[src/rtl/ssd1331_spi_receiver_if.sv]
// rtl/ssd1331_spi_receiver_if.sv - SPI link inputs and decoded byte/command/pixel outputs of the SSD1331 receiver
interface ssd1331_spi_receiver_if #(
    parameter int COL_W        = 3,
    parameter int ROW_W        = 3,
    parameter int N_COLOR_BITS = 8
);
    logic                    i_CS;
    logic                    i_SCK;
    logic                    i_MOSI;
    logic                    i_DC;
    logic [7:0]              o_BYTE;
    logic                    o_BYTE_DC;
    logic                    o_BYTE_VALID;
    logic [7:0]              o_CMD;
    logic                    o_CMD_VALID;
    logic                    o_PIX_WE;
    logic [COL_W-1:0]        o_PIX_COL;
    logic [ROW_W-1:0]        o_PIX_ROW;
    logic [N_COLOR_BITS-1:0] o_PIX_DATA;
    logic                    o_FRAME_DONE;

    // master drives the SPI link and observes the decoded results
    modport master (
        output i_CS, i_SCK, i_MOSI, i_DC,
        input  o_BYTE, o_BYTE_DC, o_BYTE_VALID, o_CMD, o_CMD_VALID,
        input  o_PIX_WE, o_PIX_COL, o_PIX_ROW, o_PIX_DATA, o_FRAME_DONE
    );

    modport slave (
        input  i_CS, i_SCK, i_MOSI, i_DC,
        output o_BYTE, o_BYTE_DC, o_BYTE_VALID, o_CMD, o_CMD_VALID,
        output o_PIX_WE, o_PIX_COL, o_PIX_ROW, o_PIX_DATA, o_FRAME_DONE
    );
endinterface

[src/rtl/ssd1331_spi_receiver.sv]
// rtl/ssd1331_spi_receiver.sv - oversampling 4-wire SPI receiver with SSD1331 window decode and pixel writes
module ssd1331_spi_receiver #(
    parameter int NUM_COL      = 8,
    parameter int NUM_ROW      = 8,
    parameter int COL_W        = 3,
    parameter int ROW_W        = 3,
    parameter int N_COLOR_BITS = 8
) (
    input  logic                  i_CLK,
    input  logic                  i_RST_N,
    ssd1331_spi_receiver_if.slave link
);
    localparam logic [7:0] COL_MAX = 8'(NUM_COL - 1);
    localparam logic [7:0] ROW_MAX = 8'(NUM_ROW - 1);

    typedef enum logic [1:0] {IDLE, ARG1, ARG2} state_t;

    logic [1:0] cs_sync, sck_sync, mosi_sync, dc_sync;
    logic       sck_d;
    logic       sck_rise;
    logic       rise_q, bit_q, dcbit_q;
    logic [2:0] bit_cnt;
    logic [6:0] shift_q;
    logic [7:0] byte_q;
    logic       byte_dc_q, byte_valid_q;

    state_t     state_q, state_d;
    logic [7:0] opcode_q, arg1_q, cmd_q, cmd_code_d;
    logic       cmd_valid_q;
    logic       opcode_ld, arg1_ld, win_apply, cmd_fire, pix_fire;

    logic [COL_W-1:0] col_start, col_end, col_ptr;
    logic [ROW_W-1:0] row_start, row_end, row_ptr;
    logic [COL_W-1:0] new_col_lo, new_col_hi_raw, new_col_hi;
    logic [ROW_W-1:0] new_row_lo, new_row_hi_raw, new_row_hi;

    logic                    pix_we_q, frame_done_q;
    logic [COL_W-1:0]        pix_col_q;
    logic [ROW_W-1:0]        pix_row_q;
    logic [N_COLOR_BITS-1:0] pix_data_q;

    function automatic logic [COL_W-1:0] clamp_col(input logic [7:0] v);
        if (v > COL_MAX) return COL_MAX[COL_W-1:0];
        return v[COL_W-1:0];
    endfunction

    function automatic logic [ROW_W-1:0] clamp_row(input logic [7:0] v);
        if (v > ROW_MAX) return ROW_MAX[ROW_W-1:0];
        return v[ROW_W-1:0];
    endfunction

    function automatic logic takes_arg(input logic [7:0] op);
        case (op)
            8'h15, 8'h75,
            8'h81, 8'h82, 8'h83, 8'h87, 8'h8A, 8'h8B, 8'h8C,
            8'hA0, 8'hA1, 8'hA2, 8'hA8, 8'hAD,
            8'hB0, 8'hB1, 8'hB3, 8'hBB, 8'hBE: return 1'b1;
            default:                           return 1'b0;
        endcase
    endfunction

    function automatic logic is_window(input logic [7:0] op);
        return (op == 8'h15) || (op == 8'h75);
    endfunction

    // CS idles high so an unsynchronised reset release never looks like a selected link
    always_ff @(posedge i_CLK or negedge i_RST_N) begin
        if (!i_RST_N) begin
            cs_sync   <= 2'b11;
            sck_sync  <= 2'b00;
            mosi_sync <= 2'b00;
            dc_sync   <= 2'b00;
            sck_d     <= 1'b0;
            rise_q    <= 1'b0;
            bit_q     <= 1'b0;
            dcbit_q   <= 1'b0;
        end else begin
            cs_sync   <= {cs_sync[0], link.i_CS};
            sck_sync  <= {sck_sync[0], link.i_SCK};
            mosi_sync <= {mosi_sync[0], link.i_MOSI};
            dc_sync   <= {dc_sync[0], link.i_DC};
            sck_d     <= sck_sync[1];
            rise_q    <= sck_rise & ~cs_sync[1];
            bit_q     <= mosi_sync[1];
            dcbit_q   <= dc_sync[1];
        end
    end

    assign sck_rise = sck_sync[1] & ~sck_d;

    always_ff @(posedge i_CLK or negedge i_RST_N) begin
        if (!i_RST_N) begin
            bit_cnt      <= 3'd0;
            shift_q      <= 7'd0;
            byte_q       <= 8'd0;
            byte_dc_q    <= 1'b0;
            byte_valid_q <= 1'b0;
        end else begin
            byte_valid_q <= 1'b0;
            if (cs_sync[1]) begin
                bit_cnt <= 3'd0;
            end else if (rise_q) begin
                shift_q <= {shift_q[5:0], bit_q};
                if (bit_cnt == 3'd7) begin
                    byte_q       <= {shift_q, bit_q};
                    byte_dc_q    <= dcbit_q;
                    byte_valid_q <= 1'b1;
                    bit_cnt      <= 3'd0;
                end else begin
                    bit_cnt <= bit_cnt + 3'd1;
                end
            end
        end
    end

    always_ff @(posedge i_CLK or negedge i_RST_N) begin
        if (!i_RST_N) state_q <= IDLE;
        else          state_q <= state_d;
    end

    // a data byte always wins: any half-received command is dropped and the byte becomes a pixel
    always_comb begin
        state_d    = state_q;
        opcode_ld  = 1'b0;
        arg1_ld    = 1'b0;
        win_apply  = 1'b0;
        cmd_fire   = 1'b0;
        pix_fire   = 1'b0;
        cmd_code_d = opcode_q;
        if (byte_valid_q) begin
            if (byte_dc_q) begin
                state_d  = IDLE;
                pix_fire = 1'b1;
            end else begin
                case (state_q)
                    IDLE: begin
                        opcode_ld  = 1'b1;
                        cmd_code_d = byte_q;
                        if (takes_arg(byte_q)) state_d = ARG1;
                        else                   cmd_fire = 1'b1;
                    end
                    ARG1: begin
                        arg1_ld = 1'b1;
                        if (is_window(opcode_q)) begin
                            state_d = ARG2;
                        end else begin
                            cmd_fire = 1'b1;
                            state_d  = IDLE;
                        end
                    end
                    ARG2: begin
                        win_apply = 1'b1;
                        cmd_fire  = 1'b1;
                        state_d   = IDLE;
                    end
                    default: state_d = IDLE;
                endcase
            end
        end
    end

    always_comb begin
        new_col_lo     = clamp_col(arg1_q);
        new_col_hi_raw = clamp_col(byte_q);
        new_col_hi     = (new_col_hi_raw < new_col_lo) ? new_col_lo : new_col_hi_raw;
        new_row_lo     = clamp_row(arg1_q);
        new_row_hi_raw = clamp_row(byte_q);
        new_row_hi     = (new_row_hi_raw < new_row_lo) ? new_row_lo : new_row_hi_raw;
    end

    always_ff @(posedge i_CLK or negedge i_RST_N) begin
        if (!i_RST_N) begin
            opcode_q    <= 8'd0;
            arg1_q      <= 8'd0;
            cmd_q       <= 8'd0;
            cmd_valid_q <= 1'b0;
        end else begin
            cmd_valid_q <= cmd_fire;
            if (cmd_fire)  cmd_q    <= cmd_code_d;
            if (opcode_ld) opcode_q <= byte_q;
            if (arg1_ld)   arg1_q   <= byte_q;
        end
    end

    // window updates and pixel writes are mutually exclusive, both move the pointer
    always_ff @(posedge i_CLK or negedge i_RST_N) begin
        if (!i_RST_N) begin
            col_start    <= '0;
            col_end      <= COL_MAX[COL_W-1:0];
            row_start    <= '0;
            row_end      <= ROW_MAX[ROW_W-1:0];
            col_ptr      <= '0;
            row_ptr      <= '0;
            pix_we_q     <= 1'b0;
            frame_done_q <= 1'b0;
            pix_col_q    <= '0;
            pix_row_q    <= '0;
            pix_data_q   <= '0;
        end else begin
            pix_we_q     <= 1'b0;
            frame_done_q <= 1'b0;
            if (win_apply) begin
                if (opcode_q == 8'h15) begin
                    col_start <= new_col_lo;
                    col_end   <= new_col_hi;
                    col_ptr   <= new_col_lo;
                    row_ptr   <= row_start;
                end else begin
                    row_start <= new_row_lo;
                    row_end   <= new_row_hi;
                    row_ptr   <= new_row_lo;
                    col_ptr   <= col_start;
                end
            end else if (pix_fire) begin
                pix_we_q   <= 1'b1;
                pix_col_q  <= col_ptr;
                pix_row_q  <= row_ptr;
                pix_data_q <= N_COLOR_BITS'(byte_q);
                if (col_ptr == col_end) begin
                    col_ptr <= col_start;
                    if (row_ptr == row_end) begin
                        row_ptr      <= row_start;
                        frame_done_q <= 1'b1;
                    end else begin
                        row_ptr <= row_ptr + ROW_W'(1);
                    end
                end else begin
                    col_ptr <= col_ptr + COL_W'(1);
                end
            end
        end
    end

    assign link.o_BYTE       = byte_q;
    assign link.o_BYTE_DC    = byte_dc_q;
    assign link.o_BYTE_VALID = byte_valid_q;
    assign link.o_CMD        = cmd_q;
    assign link.o_CMD_VALID  = cmd_valid_q;
    assign link.o_PIX_WE     = pix_we_q;
    assign link.o_PIX_COL    = pix_col_q;
    assign link.o_PIX_ROW    = pix_row_q;
    assign link.o_PIX_DATA   = pix_data_q;
    assign link.o_FRAME_DONE = frame_done_q;
endmodule

[src/flat_wrapper.sv]
// flat-port wrapper written by rule: the top's interface ports become plain ports
module ssd1331_spi_receiver_flat 
#(
    parameter int NUM_COL      = 8,
    parameter int NUM_ROW      = 8,
    parameter int COL_W        = 3,
    parameter int ROW_W        = 3,
    parameter int N_COLOR_BITS = 8
)
  (i_CLK, i_RST_N, link_i_CS, link_i_SCK, link_i_MOSI, link_i_DC, link_o_BYTE, link_o_BYTE_DC, link_o_BYTE_VALID, link_o_CMD, link_o_CMD_VALID, link_o_PIX_WE, link_o_PIX_COL, link_o_PIX_ROW, link_o_PIX_DATA, link_o_FRAME_DONE);
  ssd1331_spi_receiver_if #(.COL_W(COL_W), .ROW_W(ROW_W), .N_COLOR_BITS(N_COLOR_BITS)) link_i ();
  input  logic i_CLK;
  input  logic i_RST_N;
  input wire logic [$bits(link_i.i_CS)-1:0] link_i_CS;
  input wire logic [$bits(link_i.i_SCK)-1:0] link_i_SCK;
  input wire logic [$bits(link_i.i_MOSI)-1:0] link_i_MOSI;
  input wire logic [$bits(link_i.i_DC)-1:0] link_i_DC;
  output wire logic [$bits(link_i.o_BYTE)-1:0] link_o_BYTE;
  output wire logic [$bits(link_i.o_BYTE_DC)-1:0] link_o_BYTE_DC;
  output wire logic [$bits(link_i.o_BYTE_VALID)-1:0] link_o_BYTE_VALID;
  output wire logic [$bits(link_i.o_CMD)-1:0] link_o_CMD;
  output wire logic [$bits(link_i.o_CMD_VALID)-1:0] link_o_CMD_VALID;
  output wire logic [$bits(link_i.o_PIX_WE)-1:0] link_o_PIX_WE;
  output wire logic [$bits(link_i.o_PIX_COL)-1:0] link_o_PIX_COL;
  output wire logic [$bits(link_i.o_PIX_ROW)-1:0] link_o_PIX_ROW;
  output wire logic [$bits(link_i.o_PIX_DATA)-1:0] link_o_PIX_DATA;
  output wire logic [$bits(link_i.o_FRAME_DONE)-1:0] link_o_FRAME_DONE;
  assign link_i.i_CS = link_i_CS;
  assign link_i.i_SCK = link_i_SCK;
  assign link_i.i_MOSI = link_i_MOSI;
  assign link_i.i_DC = link_i_DC;
  assign link_o_BYTE = link_i.o_BYTE;
  assign link_o_BYTE_DC = link_i.o_BYTE_DC;
  assign link_o_BYTE_VALID = link_i.o_BYTE_VALID;
  assign link_o_CMD = link_i.o_CMD;
  assign link_o_CMD_VALID = link_i.o_CMD_VALID;
  assign link_o_PIX_WE = link_i.o_PIX_WE;
  assign link_o_PIX_COL = link_i.o_PIX_COL;
  assign link_o_PIX_ROW = link_i.o_PIX_ROW;
  assign link_o_PIX_DATA = link_i.o_PIX_DATA;
  assign link_o_FRAME_DONE = link_i.o_FRAME_DONE;
  ssd1331_spi_receiver #(.NUM_COL(NUM_COL), .NUM_ROW(NUM_ROW), .COL_W(COL_W), .ROW_W(ROW_W), .N_COLOR_BITS(N_COLOR_BITS)) u_core (.i_CLK(i_CLK), .i_RST_N(i_RST_N), .link(link_i));
endmodule
[config.mk]
export PLATFORM = sky130hd
export DESIGN_NAME = ssd1331_spi_receiver_flat
export DESIGN_NICKNAME = d
export VERILOG_FILES = /design/src/rtl/ssd1331_spi_receiver_if.sv /design/src/rtl/ssd1331_spi_receiver.sv /design/src/flat_wrapper.sv
export SDC_FILE = /design/constraint.sdc
export NUM_CORES = 1
export LEC_CHECK = 0
export CORE_UTILIZATION = 56
export CTS_CLUSTER_DIAMETER = 120
export CTS_CLUSTER_SIZE = 28
export DETAILED_ROUTE_END_ITERATION = 16
export PLACE_DENSITY_LB_ADDON = 0.2
export SLEW_MARGIN = 25
export SYNTH_ARGS = -nofsm -noshare
export SYNTH_HDL_FRONTEND = slang
export SYNTH_SLANG_ARGS = --single-unit
[constraint.sdc]
create_clock -name i_CLK -period 2.4 [get_ports i_CLK]
set_input_delay 0.36 -clock i_CLK [delete_from_list [all_inputs] [get_ports i_CLK]]
set_output_delay 0.36 -clock i_CLK [all_outputs]
set_load 0.1 [all_outputs]
# Word level (Yosys, flattened, before mapping)

Index checks and enable logic that the tools add are counted.

Register bits after elaboration: 93
Input bits: 6
Logic and storage cells: 136

Add/sub/neg operators: 3
$lt $le $gt $ge: 3
Eq/ne operators: 27
Mux-type cells: 55
Bitwise logic cells: 6
Reductions and logical operators: 13

Operators with widths:

| cell                                                          | number |
|---|---|
| == test 8 bit, second input constant                          | 17 |
| two-way mux 3 bit                                             | 17 |
| two-way mux 1 bit                                             | 30 |
| two-way mux 8 bit                                             | 3 |
| OR reduction 19 bit                                           | 1 |
| == test 8 x 5 -> 1 bit, second input constant                 | 2 |
| == test 8 x 7 -> 1 bit, second input constant                 | 2 |
| greater-than comparator 8 x 3 -> 1 bit, second input constant | 2 |
| AND reduction 2 bit                                           | 6 |
| adder 3 x 1 -> 3 bit, second input constant                   | 3 |
| == test 3 bit                                                 | 2 |
| two-way mux 2 bit                                             | 3 |
| nonzero test 2 bit                                            | 3 |
| inverter 1 bit                                                | 4 |
| case mux 2 bit (2 select lines)                               | 1 |
| == test 3 bit, second input constant                          | 1 |
| < comparator 3 bit                                            | 1 |
| != test 3 x 2 -> 1 bit, second input constant                 | 1 |
| case mux 1 bit (3 select lines)                               | 1 |
| AND reduction 3 bit                                           | 1 |
| AND 1 bit                                                     | 2 |
| == test 2 x 1 -> 1 bit, second input constant                 | 1 |
| == test 2 bit, second input constant                          | 1 |
| zero test 2 bit                                               | 1 |
| logical OR 1 bit                                              | 1 |

# Logic depth before layout (Yosys ltp)

Gate-level depths: netlist of run 1.

Word-level depth: 10
Mapped depth: 10

# Worst setup path before layout of run 1

Ideal clock, no wire load.

Path kind: register -> register
From: register u_core.byte_q[2] (netlist: u_core.link.o_BYTE[2])
To: register u_core.cmd_q[0] (netlist: u_core.link.o_CMD[0])
Data arrival time: 2.673 ns
Required time: 2.275 ns
Setup slack: -0.399 ns
Cell stages (with the launch flop): 8
Path buffers: 1
Clock period less this slack: 2.799 ns
Cell sequence: dfrtp_1 buf_4 inv_1 maj3_1 o21ai_0 o211ai_1 a221oi_4 mux2_2

Cells in the longest elaborated chain, start to end: 10
Elaborated cells on any way between the ends: 28
Classes of those cells: eq/ne: 19; mux: 8; reduce/logical: 1

Ends and longest elaborated chain:

| item                                           | RTL line                    | source |
|---|---|---|
| start, declared                                | ssd1331_spi_receiver.sv:24  | `logic [7:0] byte_q;` |
| start signal, assigned                         | ssd1331_spi_receiver.sv:105 | `byte_q <= {shift_q, bit_q};` |
| == test 8 x 5 -> 1 bit (tied with other cells) | ssd1331_spi_receiver.sv:53  | `case (op)` |
| OR reduction 19 bit *                          | ssd1331_spi_receiver.sv:53  |  |
| two-way mux 1 bit *                            | ssd1331_spi_receiver.sv:53  |  |
| two-way mux 1 bit *                            | ssd1331_spi_receiver.sv:135 | `case (state_q)` |
| two-way mux 1 bit *                            | ssd1331_spi_receiver.sv:131 | `if (byte_dc_q) begin` |
| two-way mux 1 bit *                            | ssd1331_spi_receiver.sv:130 | `if (byte_valid_q) begin` |
| two-way mux 1 bit *                            | ssd1331_spi_receiver.sv:139 | `if (takes_arg(byte_q)) state_d = ARG1;` |
| case mux 1 bit (3 select lines) *              | ssd1331_spi_receiver.sv:135 |  |
| two-way mux 1 bit *                            | ssd1331_spi_receiver.sv:131 |  |
| two-way mux 1 bit *                            | ssd1331_spi_receiver.sv:130 |  |
| net u_core.cmd_fire                            | ssd1331_spi_receiver.sv:30  | `logic opcode_ld, arg1_ld, win_apply, cmd_fire, pix_fire;` |
| end signal, assigned                           | ssd1331_spi_receiver.sv:179 | `if (cmd_fire) cmd_q <= cmd_code_d;` |
| end, declared                                  | ssd1331_spi_receiver.sv:28  | `logic [7:0] opcode_q, arg1_q, cmd_q, cmd_code_d;` |

The timed path passes the listed nets; every way through them passes the cells marked *. The select of a mux whose other input is x is not followed.
A chain may end at the register's enable or synchronous reset.

# Worst setup path after layout of run 1

From: register u_core.byte_q[4] (netlist: u_core.link.o_BYTE[4])
To: register u_core.cmd_q[2] (netlist: u_core.link.o_CMD[2])

The elaborated chain is that of the path after synthesis.

==> flow_summary.yaml, run 1 <==
route:
  drc: 0
  postRouteAntennaNets: 0
  drt_iter0_drc: 89
  drt-total-wl_mm: 7.83
  post_drt_wl_per_cell_um: 16.4
  dr.pass1.iters: 4
  num_vias: 2639
  viasPerCell: 5.52
min_path:
  hp-class: "in2async"
critical_path:
  required_ns: 2.65
  path_class: "reg2reg"
  cp-end-kind: "flip-flop"
  slowest_stage: "dfrtp_4"
  start_kind: "flip-flop"
  path_cells: "buf_4, or4_1, nor3_1, a21oi_1, o211ai_1, a221oi_4, buf_12, mux2_2"
  path_max_fanout: 9
  slowest_delay_ns: 0.52
  r2r-end: "u_core.link.o_CMD[2]"
  crit_buf_inv: 2
  critical-path-top-delay-family: "simple AND/OR/NAND/NOR gates"
  worst-r2r-cell-count: 8
  rr_startpoint: "u_core.link.o_BYTE[4]"
  reg2reg_setup_slack_ns: 0.16
  cp.arrival_ns: 2.50
cells_and_area:
  nFillCells: 504
  nets: 389
  area_growth_syn_to_layout_pct: 20.4
  diodes: 0
  multi_input_area_um2: 1570
  fin_util: 0.703
  drive_above_1_share: 0.387
  seqCellArea_um2: 2360
  design_area_um2: 4800
timing:
  slew_violations: 0
  fmax_ghz: 0.446
  setup_tns_ns: 0
  fin_skew_ns: 0.0130
  max_slew.worst_pin.slew_ns: 0.693
  hold_ws_ns: 0.0174
  setup_violations: 0
  final_hold_viol_count: 0
  slew_headroom: 0.535
  rsz0062_at_grt: "no"
  fin_crit_sh: 0.935
  period_needed_ns: 2.24
run:
  cap_viol_max_count: 0
global_route:
  grt_pass1_wl_mm: 13.1
  grt_use_total: 0.232
  grt_max_degree: 51
  antenna_found_initial: 0
  grt_overflow: 0
  grt_pass1_vias: 2673
clock_network:
  clkTransAtPathRegs_ns: 0.09
  clock_path_buffers: 2
  insertion_delay_ns: 0.37
  holdBufCountCts: 0
  htreeDepth: 3
  cts_tree: "done"
  clock_sinks: 93
  numCtsBuffers: 9
  cts-root-buf: "clkbuf_8"
place:
  dpl_cell_area_um2: 4520
  dp_hpwl_mm: 5.48
  gp_congestion: 0.819
  numPortBuffers: 40
logic_synthesis:
  synth_top_area_share: 0.534
  syn_area_um2: 3990
  synth_area_leader_cell: "dfrtp_1"
  ys_seq_area_frac: 0.586
  ys_warn_count: 0
  synth-seq-cells: 93
  avgSynthCellArea_um2: 12.5
  syn_inst: 319
  synth.distinct_cells: 43
  async_flop_share: 1.00
  synth_edf_count: 0
  synth_fp_nets: 331
  ys_top_cells_by_area: "dfrtp_1, mux2_2, dfstp_2"
  synth_ff_type: "dfrtp_1"
pwr:
  finalPower_mw: 2.89
  power.density_nw_per_um2: 602
  irDropWorstVdd_mv: 0.487
  leakagePower_nw: 2.36
die:
  die_h_um: 86.4
  fp-row-count: 30
  die_x_um: 86.4
  coreArea_um2: 6830
  start_util: 0.584
  dieArea_um2: 7460
  pin_count: 41
status:
  status: "completed"
layout by cell type, fill, tap and decap left out, types with 3 or more instances in the layout:
cell type,instances
dfrtp_2,4
nor2b_1,3
o21ai_0,13
xnor2_1,10
clkdlybuf4s50_1,4
inv_1,13
nand2b_1,4
o22ai_1,4
clkbuf_8,10
dfrtp_4,5
dfrtp_1,76
dfstp_2,8
mux2_2,56
ha_1,5
nor2_1,22
nand2_1,22
nor3_1,3
a21oi_1,12
mux2i_1,5
a21o_1,5
nand3_1,4
buf_4,52
synthesized netlist by cell type, types with 2 or more instances:
cell,n
dfrtp_1,85
mux2_2,56
nor2_1,23
nand2_1,22
o21ai_0,15
inv_1,13
a21oi_1,12
xnor2_1,10
clkbuf_1,8
dfstp_2,8
ha_1,6
a21o_1,5
mux2i_1,5
nand2b_1,4
nand3_1,4
o22ai_1,4
nor2b_1,3
nor3_1,3
nand3b_1,2
nand4_1,2
nor3_2,2
nor4b_1,2
nor4bb_1,2
o21a_1,2
o32a_1,2
or3_1,2
logic make-up (layout without fill, tap and decap cells):
kind of cell | Yosys count | in the layout | share of synthesized area
compound gates | 47 | 47 | 0.0778
simple gates | 76 | 76 | 0.0957
xor+xnor | 11 | 11 | 0.0242
mux | 61 | 61 | 0.171
buf+inv | 24 | 87 | 0.0239
fa+ha+maj | 7 | 7 | 0.0213
flops | 93 | 93 | 0.586
per-layer routing:
metal	global-route usage	up-vias	share of wire
li1	-	1240	-
met1	0.288	1331	0.43
met2	0.398	59	0.51
met3	0.0505	9	0.045
met4	0.0924	0	0.016
met5	0	-	0
worst reg2reg max path, cell delays in order, from the launching register on:
cell      delay (ns)
dfrtp_4         0.52
buf_4           0.17
or4_1           0.52
nor3_1          0.15
a21oi_1         0.06
o211ai_1        0.18
a221oi_4        0.12
buf_12          0.16
mux2_2          0.26
worst max-delay path by stage:
stage	start	slack, ns	cells past startpoint	endpoint
after global placement	u_core.link.o_BYTE[0]	0.05	6	u_core.link.o_CMD[3]
after global routing	u_core.link.o_BYTE[4]	0.02	9	u_core.row_end[1]
after CTS	u_core.link.o_BYTE[0]	0.02	6	u_core.link.o_CMD[2]
after floorplan	u_core.link.o_BYTE[0]	0.003	7	u_core.link.o_CMD[0]
final	u_core.link.o_BYTE[4]	0.16	8	u_core.link.o_CMD[2]
after detailed placement	u_core.link.o_BYTE[0]	0.04	6	u_core.link.o_CMD[2]
where the power goes:
group	internal [mW]	switching, mW	total [mW]
clock network	0.622	0.560	1.18
registers	1.61	0.0257	1.63
logic	0.0361	0.0411	0.0772
state kept, by name, indices dropped and copies added (netlist names), 7 cells and up:
register,flops
u_core.arg1_q,8
u_core.link.o_BYTE,8
u_core.link.o_CMD,8
u_core.link.o_PIX_DATA,8
u_core.opcode_q,8
u_core.shift_q,7
through the flow:
stage | setup WS (ns) | cells
5_1_grt | 0.0173 | 478
4_1_cts | 0.0245 | 474
3_5_place_dp | 0.0361 | 458
6_report | 0.156 | 478
2_1_floorplan | 0.00308 | 319
3_3_place_gp | 0.0470 | 458
layout make-up:
cell class	count	area share
clock buffer	10	0.0287
clock inverter	6	0.0195
inverter	13	0.0102
multi-input combinational	202	0.327
sequential	93	0.492
tap	96	0.0250
timing repair buffer	58	0.0980
repair_timing:
action                                  4_1_cts  5_1_grt
resized for setup                             0        1
buffers inserted                              0        4
endpoints found under the setup margin        0       10
(Power assumes the default switching activity.)
==> run 2, diff against run 1 <==
--- a/config.mk
+++ b/config.mk
@@ -5,7 +5,8 @@
 export SDC_FILE = /design/constraint.sdc
 export NUM_CORES = 1
 export LEC_CHECK = 0
-export CORE_UTILIZATION = 56
+export ABC_AREA = 0
+export CORE_UTILIZATION = 51
 export CTS_CLUSTER_DIAMETER = 120
 export CTS_CLUSTER_SIZE = 28
 export DETAILED_ROUTE_END_ITERATION = 16
==> constraint.sdc (replaced) <==
create_clock -name i_CLK -period 2 [get_ports i_CLK]
set_input_delay 0.3 -clock i_CLK [delete_from_list [all_inputs] [get_ports i_CLK]]
set_output_delay 0.3 -clock i_CLK [all_outputs]
set_load 0.1 [all_outputs]
==> run 2 against run 1 <==
Routed wire length up 8.9%. Hold slack better by 0.34 ns. Critical path depth down 1. Utilization up 1.2 points. Largest power group unchanged. Setup slack worse by 0.42 ns. Critical path type unchanged. First-iteration DRC count shrank 29%. Largest cell class unchanged. Flip-flop and latch count is the same. Clock skew is 0.0017 ns lower. The run now ends with negative setup slack left. Sequential power grew 20%. Highest routed layer unchanged. Register-to-register slack got worse by 0.42 ns.
==> flow_summary.yaml, run 2 (synthesized netlist as in run 1, its figures left out) <==
timing:
  fin_crit_sh: 1.13
  hold_ws_ns: 0.353
  slew_headroom: 0.628
  max_slew.worst_pin.slew_ns: 0.558
  slew_violations: 0
  rsz0062_at_grt: "yes"
  fin_skew_ns: 0.0113
  fmax_ghz: 0.442
  period_needed_ns: 2.26
  setup_ws_ns: -0.264
  setup_violations: 14
  final_hold_viol_count: 0
clock_network:
  numCtsBuffers: 9
  htreeDepth: 3
  clock_path_buffers: 2
  clkTransAtPathRegs_ns: 0.09
  insertion_delay_ns: 0.36
  cts_tree: "done"
  cts-root-buf: "clkbuf_8"
  clock_sinks: 93
cells_and_area:
  nFillCells: 522
  nets: 430
  area_growth_syn_to_layout_pct: 32.9
  design_area_um2: 5300
  diodes: 0
  drive_above_1_share: 0.494
  layout_commonest_cell: "buf_4"
  final_cell_mix: "buf_4, dfrtp_1, mux2_2, nand2_1, nor2_1"
route:
  drc: 0
  dr.pass1.iters: 4
  viasPerCell: 5.33
  drt_iter0_drc: 63
  num_vias: 2782
  post_drt_wl_per_cell_um: 16.3
  postRouteAntennaNets: 0
  drt-total-wl_mm: 8.53
critical_path:
  crit_buf_inv: 1
  critical-path-top-delay-family: "compound AO/OA/AOI/OAI gates"
  cp.arrival_ns: 2.51
  rr_startpoint: "u_core.link.o_BYTE[0]"
  r2r-end: "u_core.link.o_CMD[4]"
  required_ns: 2.25
  path_cells: "nor2b_4, maj3_2, o21ai_1, o211ai_1, a221oi_4, clkbuf_16, mux2_4"
  cp-end-kind: "flip-flop"
  cp_num_cells: 7
  start_kind: "flip-flop"
  reg2reg_setup_slack_ns: -0.26
  worst-r2r-cell-count: 7
  slowest_stage: "dfrtp_4"
  path_class: "reg2reg"
  slowest_delay_ns: 0.53
  path_max_fanout: 6
die:
  die_x_um: 90.4
  coreArea_um2: 7410
  fp-row-count: 31
  pin_count: 41
  dieArea_um2: 8170
  start_util: 0.538
  die_h_um: 90.4
status:
  status: "finished, violations left"
  violations: "negative setup slack"
run:
  cap_viol_max_count: 0
pwr:
  comb_power_share: 0.028
  netSwitchingPower_mw: 0.727
  irDropWorstVdd_mv: 0.565
  p_clk_frac: 0.396
  power.density_nw_per_um2: 643
  p_int_mw: 2.68
  pwr-share-seq: 0.576
  leakagePower_nw: 2.59
  swShare: 0.213
place:
  dpl_cell_area_um2: 4810
  dp_hpwl_mm: 5.76
  numPortBuffers: 40
  gp_congestion: 0.801
global_route:
  grt_overflow: 0
  grt.busiest_layer: "met2"
  grt_pass1_wl_mm: 14.5
  antenna_found_initial: 0
  grt_use_met1: 0.288
  grt_max_degree: 41
  grt_pass1_vias: 2942
  grt_use_total: 0.229
  use_met2: 0.391
  met3_usage: 0.0463
min_path:
  hp-class: "reg2reg"
  min_delay_worst_endpoint: "u_core.dcbit_q"
  hp-start: "u_core.dc_sync[1]"
  hold_path_depth: 0
run 2: cell type report:
| class | instances | area [µm²] | share of cell area |
|---|---|---|---|
| Multi-Input combinational cell | 202 | 1720 | 0.325 |
| Sequential cell | 93 | 2370 | 0.447 |
| Clock inverter | 6 | 86.3 | 0.0163 |
| Timing Repair Buffer | 99 | 821 | 0.155 |
| Clock buffer | 10 | 128 | 0.0241 |
| Inverter | 13 | 48.8 | 0.00921 |
| Tap cell | 99 | 124 | 0.0234 |
run 2: metal layers:
metal	wire length, µm	part of all wire
met5	0	0
met4	164	0.019
met3	206	0.024
met2	4460	0.52
met1	3700	0.43
run 2: how the worst max path moves through the flow:
stage / from / end / slack, ns
final: u_core.link.o_BYTE[0] / u_core.link.o_CMD[4] / -0.26
after global routing: u_core.link.o_BYTE[0] / u_core.link.o_CMD[4] / -0.32
after CTS: u_core.link.o_BYTE[0] / u_core.link.o_CMD[0] / -0.15
after detailed placement: u_core.link.o_BYTE[0] / u_core.link.o_CMD[5] / -0.22
after global placement: u_core.link.o_BYTE[0] / u_core.link.o_CMD[3] / -0.17
after floorplan: u_core.link.o_BYTE[2] / u_core.link.o_CMD[0] / -0.36
run 2: what timing repair did:
item | in CTS | in global routing
cloned | 0 | 1
buffers inserted | 14 | 0
hold endpoints to repair | 32 | 0
pin swaps | 9 | 0
endpoints found under the setup margin | 14 | 20
hold buffers | 1 | 0
gates resized for setup | 27 | 12
run 2: worst register-to-register path, cell delays in order (launching register included):
cell       delay, ns
dfrtp_4         0.53
nor2b_4         0.14
maj3_2          0.30
o21ai_1         0.12
o211ai_1        0.16
a221oi_4        0.39
clkbuf_16       0.22
mux2_4          0.30
run 2: power groups by stage:
| stage | clock [mW] | sequential [mW] | combinational [mW] |
|---|---|---|---|
| final | 1.35 | 1.96 | 0.0971 |
| after global routing | 1.47 | 1.97 | 0.111 |
| after CTS | 1.38 | 1.96 | 0.101 |
| after detailed placement | 0 | 2.00 | 0.0998 |
| after global placement | 0 | 2.00 | 0.0962 |
| after floorplan | 0 | 1.99 | 0.0386 |
run 2: stage by stage:
step | TNS [ns] | power, mW | utilization | cells | setup WS [ns]
finish | -2.47 | 3.41 | 0.715 | 522 | -0.264
global route | -3.46 | 3.55 | 0.715 | 522 | -0.324
CTS | -1.37 | 3.45 | 0.705 | 521 | -0.148
detailed placement | -2.15 | 2.10 | 0.649 | 493 | -0.223
global placement | -1.68 | 2.09 | 0.649 | 493 | -0.172
floorplan | -3.85 | 2.03 | - | 319 | -0.355
==> run 3, diff against run 2 <==
--- a/config.mk
+++ b/config.mk
@@ -11,6 +11,7 @@
 export CTS_CLUSTER_SIZE = 28
 export DETAILED_ROUTE_END_ITERATION = 16
 export PLACE_DENSITY_LB_ADDON = 0.2
+export REMOVE_ABC_BUFFERS = 1
 export SLEW_MARGIN = 25
 export SYNTH_ARGS = -nofsm -noshare
 export SYNTH_HDL_FRONTEND = slang
==> run 3 against run 2 <==
The run still ends with negative setup slack left. Global-route usage is 1.8 points lower. Register-to-register slack better by 0.07 ns. Clock-buffer cell count stayed put. Flip-flop and latch count stayed put. Sequential share of layout area is 0.60 points lower. Critical path depth is 3 higher. Routed wire length is 0.91% lower. Critical endpoint is now u_core.col_end[1]. Largest power group unchanged. Highest routed layer unchanged.
==> flow_summary.yaml, run 3 (synthesized netlist as in run 1, its figures left out) <==
pwr:
  irDropWorstVdd_mv: 0.512
  pwr-share-seq: 0.592
  comb_power_share: 0.028
  power.density_nw_per_um2: 623
  netSwitchingPower_mw: 0.745
  swShare: 0.225
  p_clk_frac: 0.379
  finalPower_mw: 3.31
  p_int_mw: 2.56
  leakagePower_nw: 2.59
route:
  viasPerCell: 5.44
  dr.pass1.iters: 4
  num_vias: 2821
  post_drt_wl_per_cell_um: 16.3
  drc: 0
  postRouteAntennaNets: 0
  drt-total-wl_mm: 8.45
  drt_iter0_drc: 89
timing:
  fin_crit_sh: 1.10
  final_hold_viol_count: 0
  slew_headroom: 0.683
  hold_ws_ns: 0.344
  setup_violations: 14
  max_slew.worst_pin.slew_ns: 0.476
  rsz0062_at_grt: "yes"
  period_needed_ns: 2.19
  setup_ws_ns: -0.195
  fmax_ghz: 0.456
  slew_violations: 0
  fin_skew_ns: 0.00665
clock_network:
  cts-root-buf: "clkbuf_8"
  clock_path_buffers: 2
  clock_sinks: 93
  insertion_delay_ns: 0.35
  cts_tree: "done"
  numCtsBuffers: 9
  htreeDepth: 3
  clkTransAtPathRegs_ns: 0.09
die:
  dieArea_um2: 8170
  die_x_um: 90.4
  pin_count: 41
  start_util: 0.538
  fp-row-count: 31
  die_h_um: 90.4
  coreArea_um2: 7410
cells_and_area:
  final_cell_mix: "dfrtp_1, buf_4, mux2_2, nand2_1, nor2_1"
  nFillCells: 477
  final_cells: 519
  layout_commonest_cell: "dfrtp_1"
  area_growth_syn_to_layout_pct: 33.1
  drive_above_1_share: 0.474
  nets: 427
  diodes: 0
place:
  gp_congestion: 0.859
  dp_hpwl_mm: 5.56
  dp_cells: 486
  numPortBuffers: 40
critical_path:
  slowest_stage: "dfrtp_2"
  path_cells: "buf_6, nor3_4, nand2_2, nor2_4, inv_2, ha_4, a21o_1, a31oi_4, mux2_4, o21ai_2"
  cp-end-kind: "flip-flop"
  path_class: "reg2reg"
  slowest_delay_ns: 0.47
  path_max_fanout: 5
  start_kind: "flip-flop"
  required_ns: 2.29
  cp.arrival_ns: 2.49
global_route:
  grt.busiest_layer: "met2"
  grt_pass1_wl_mm: 13.5
  grt_pass1_vias: 2861
  grt_use_met1: 0.273
  use_met2: 0.348
  grt_use_total: 0.211
  antenna_found_initial: 0
  met3_usage: 0.0379
  grt_overflow: 0
  grt_max_degree: 39
status:
  violations: "negative setup slack"
  status: "finished, violations left"
min_path:
  hp-class: "in2reg"
run:
  cap_viol_max_count: 0
[run 3: what timing repair did]
item,in CTS,in global routing
endpoints found under the hold margin,33,0
setup endpoints to repair,14,15
pin swaps,10,14
resized for setup,23,31
setup buffers,11,7
hold buffers,1,0
[run 3: critical path, delay by kind of cell (launching register included)]
kind	cells	cell delay, ns
buffers and inverters	2	0.20
adders and majority gates	1	0.21
and+or+nand+nor	3	0.37
AOI/OAI and AO/OA	3	0.53
DFF	1	0.47
muxes	1	0.34
[run 3: cell type report]
cell class	instances	area [µm²]	share of cell area
multi-input combinational	202	1710	0.323
tap	99	124	0.0233
timing repair buffer	96	880	0.166
inverter	13	48.8	0.00920
clock buffer	10	128	0.0241
sequential	93	2340	0.441
clock inverter	6	70.1	0.0132
[run 3: power groups by stage]
stage                     Sequential, mW  Combinational [mW]  Clock (mW)
after floorplan                     1.99              0.0383           0
after global placement              1.99              0.0924           0
after detailed placement            2.00              0.0963           0
after CTS                           1.96              0.0979        1.29
after global routing                1.97               0.108        1.36
final                               1.96              0.0931        1.25
[run 3: path summary, 6_finish.rpt]
check,from,end,slack [ns],cells past startpoint
max,u_core.link.o_BYTE[3],u_core.col_end[1],-0.19,10
min in group asynchronous,i_RST_N,u_core.link.o_PIX_ROW[2],0.44,2
min reg2reg,u_core.sck_sync[0],u_core.sck_sync[1],0.35,0
min,link_i_CS,u_core.cs_sync[0],0.34,1
max in group asynchronous,i_RST_N,u_core.link.o_BYTE[0],0.92,3
max reg2reg,u_core.link.o_BYTE[3],u_core.col_end[1],-0.19,10
[run 3: stage by stage]
stage               setup slack (ns)  TNS [ns]  utilization  instance area (µm²)
floorplan                     -0.821    -21.67            -                 3940
global placement              -0.101    -0.895        0.645                 4780
detailed placement            -0.173     -1.53        0.645                 4780
CTS                           -0.186     -1.80        0.695                 5150
global route                  -0.270     -3.40        0.716                 5310
finish                        -0.195     -2.36        0.716                 5310
[run 3: per-layer routing]
metal / vias up / wire length [µm]
met4: 0 / 335
met2: 78 / 4170
met3: 26 / 299
met5: - / 0
met1: 1404 / 3650
li1: 1313 / -
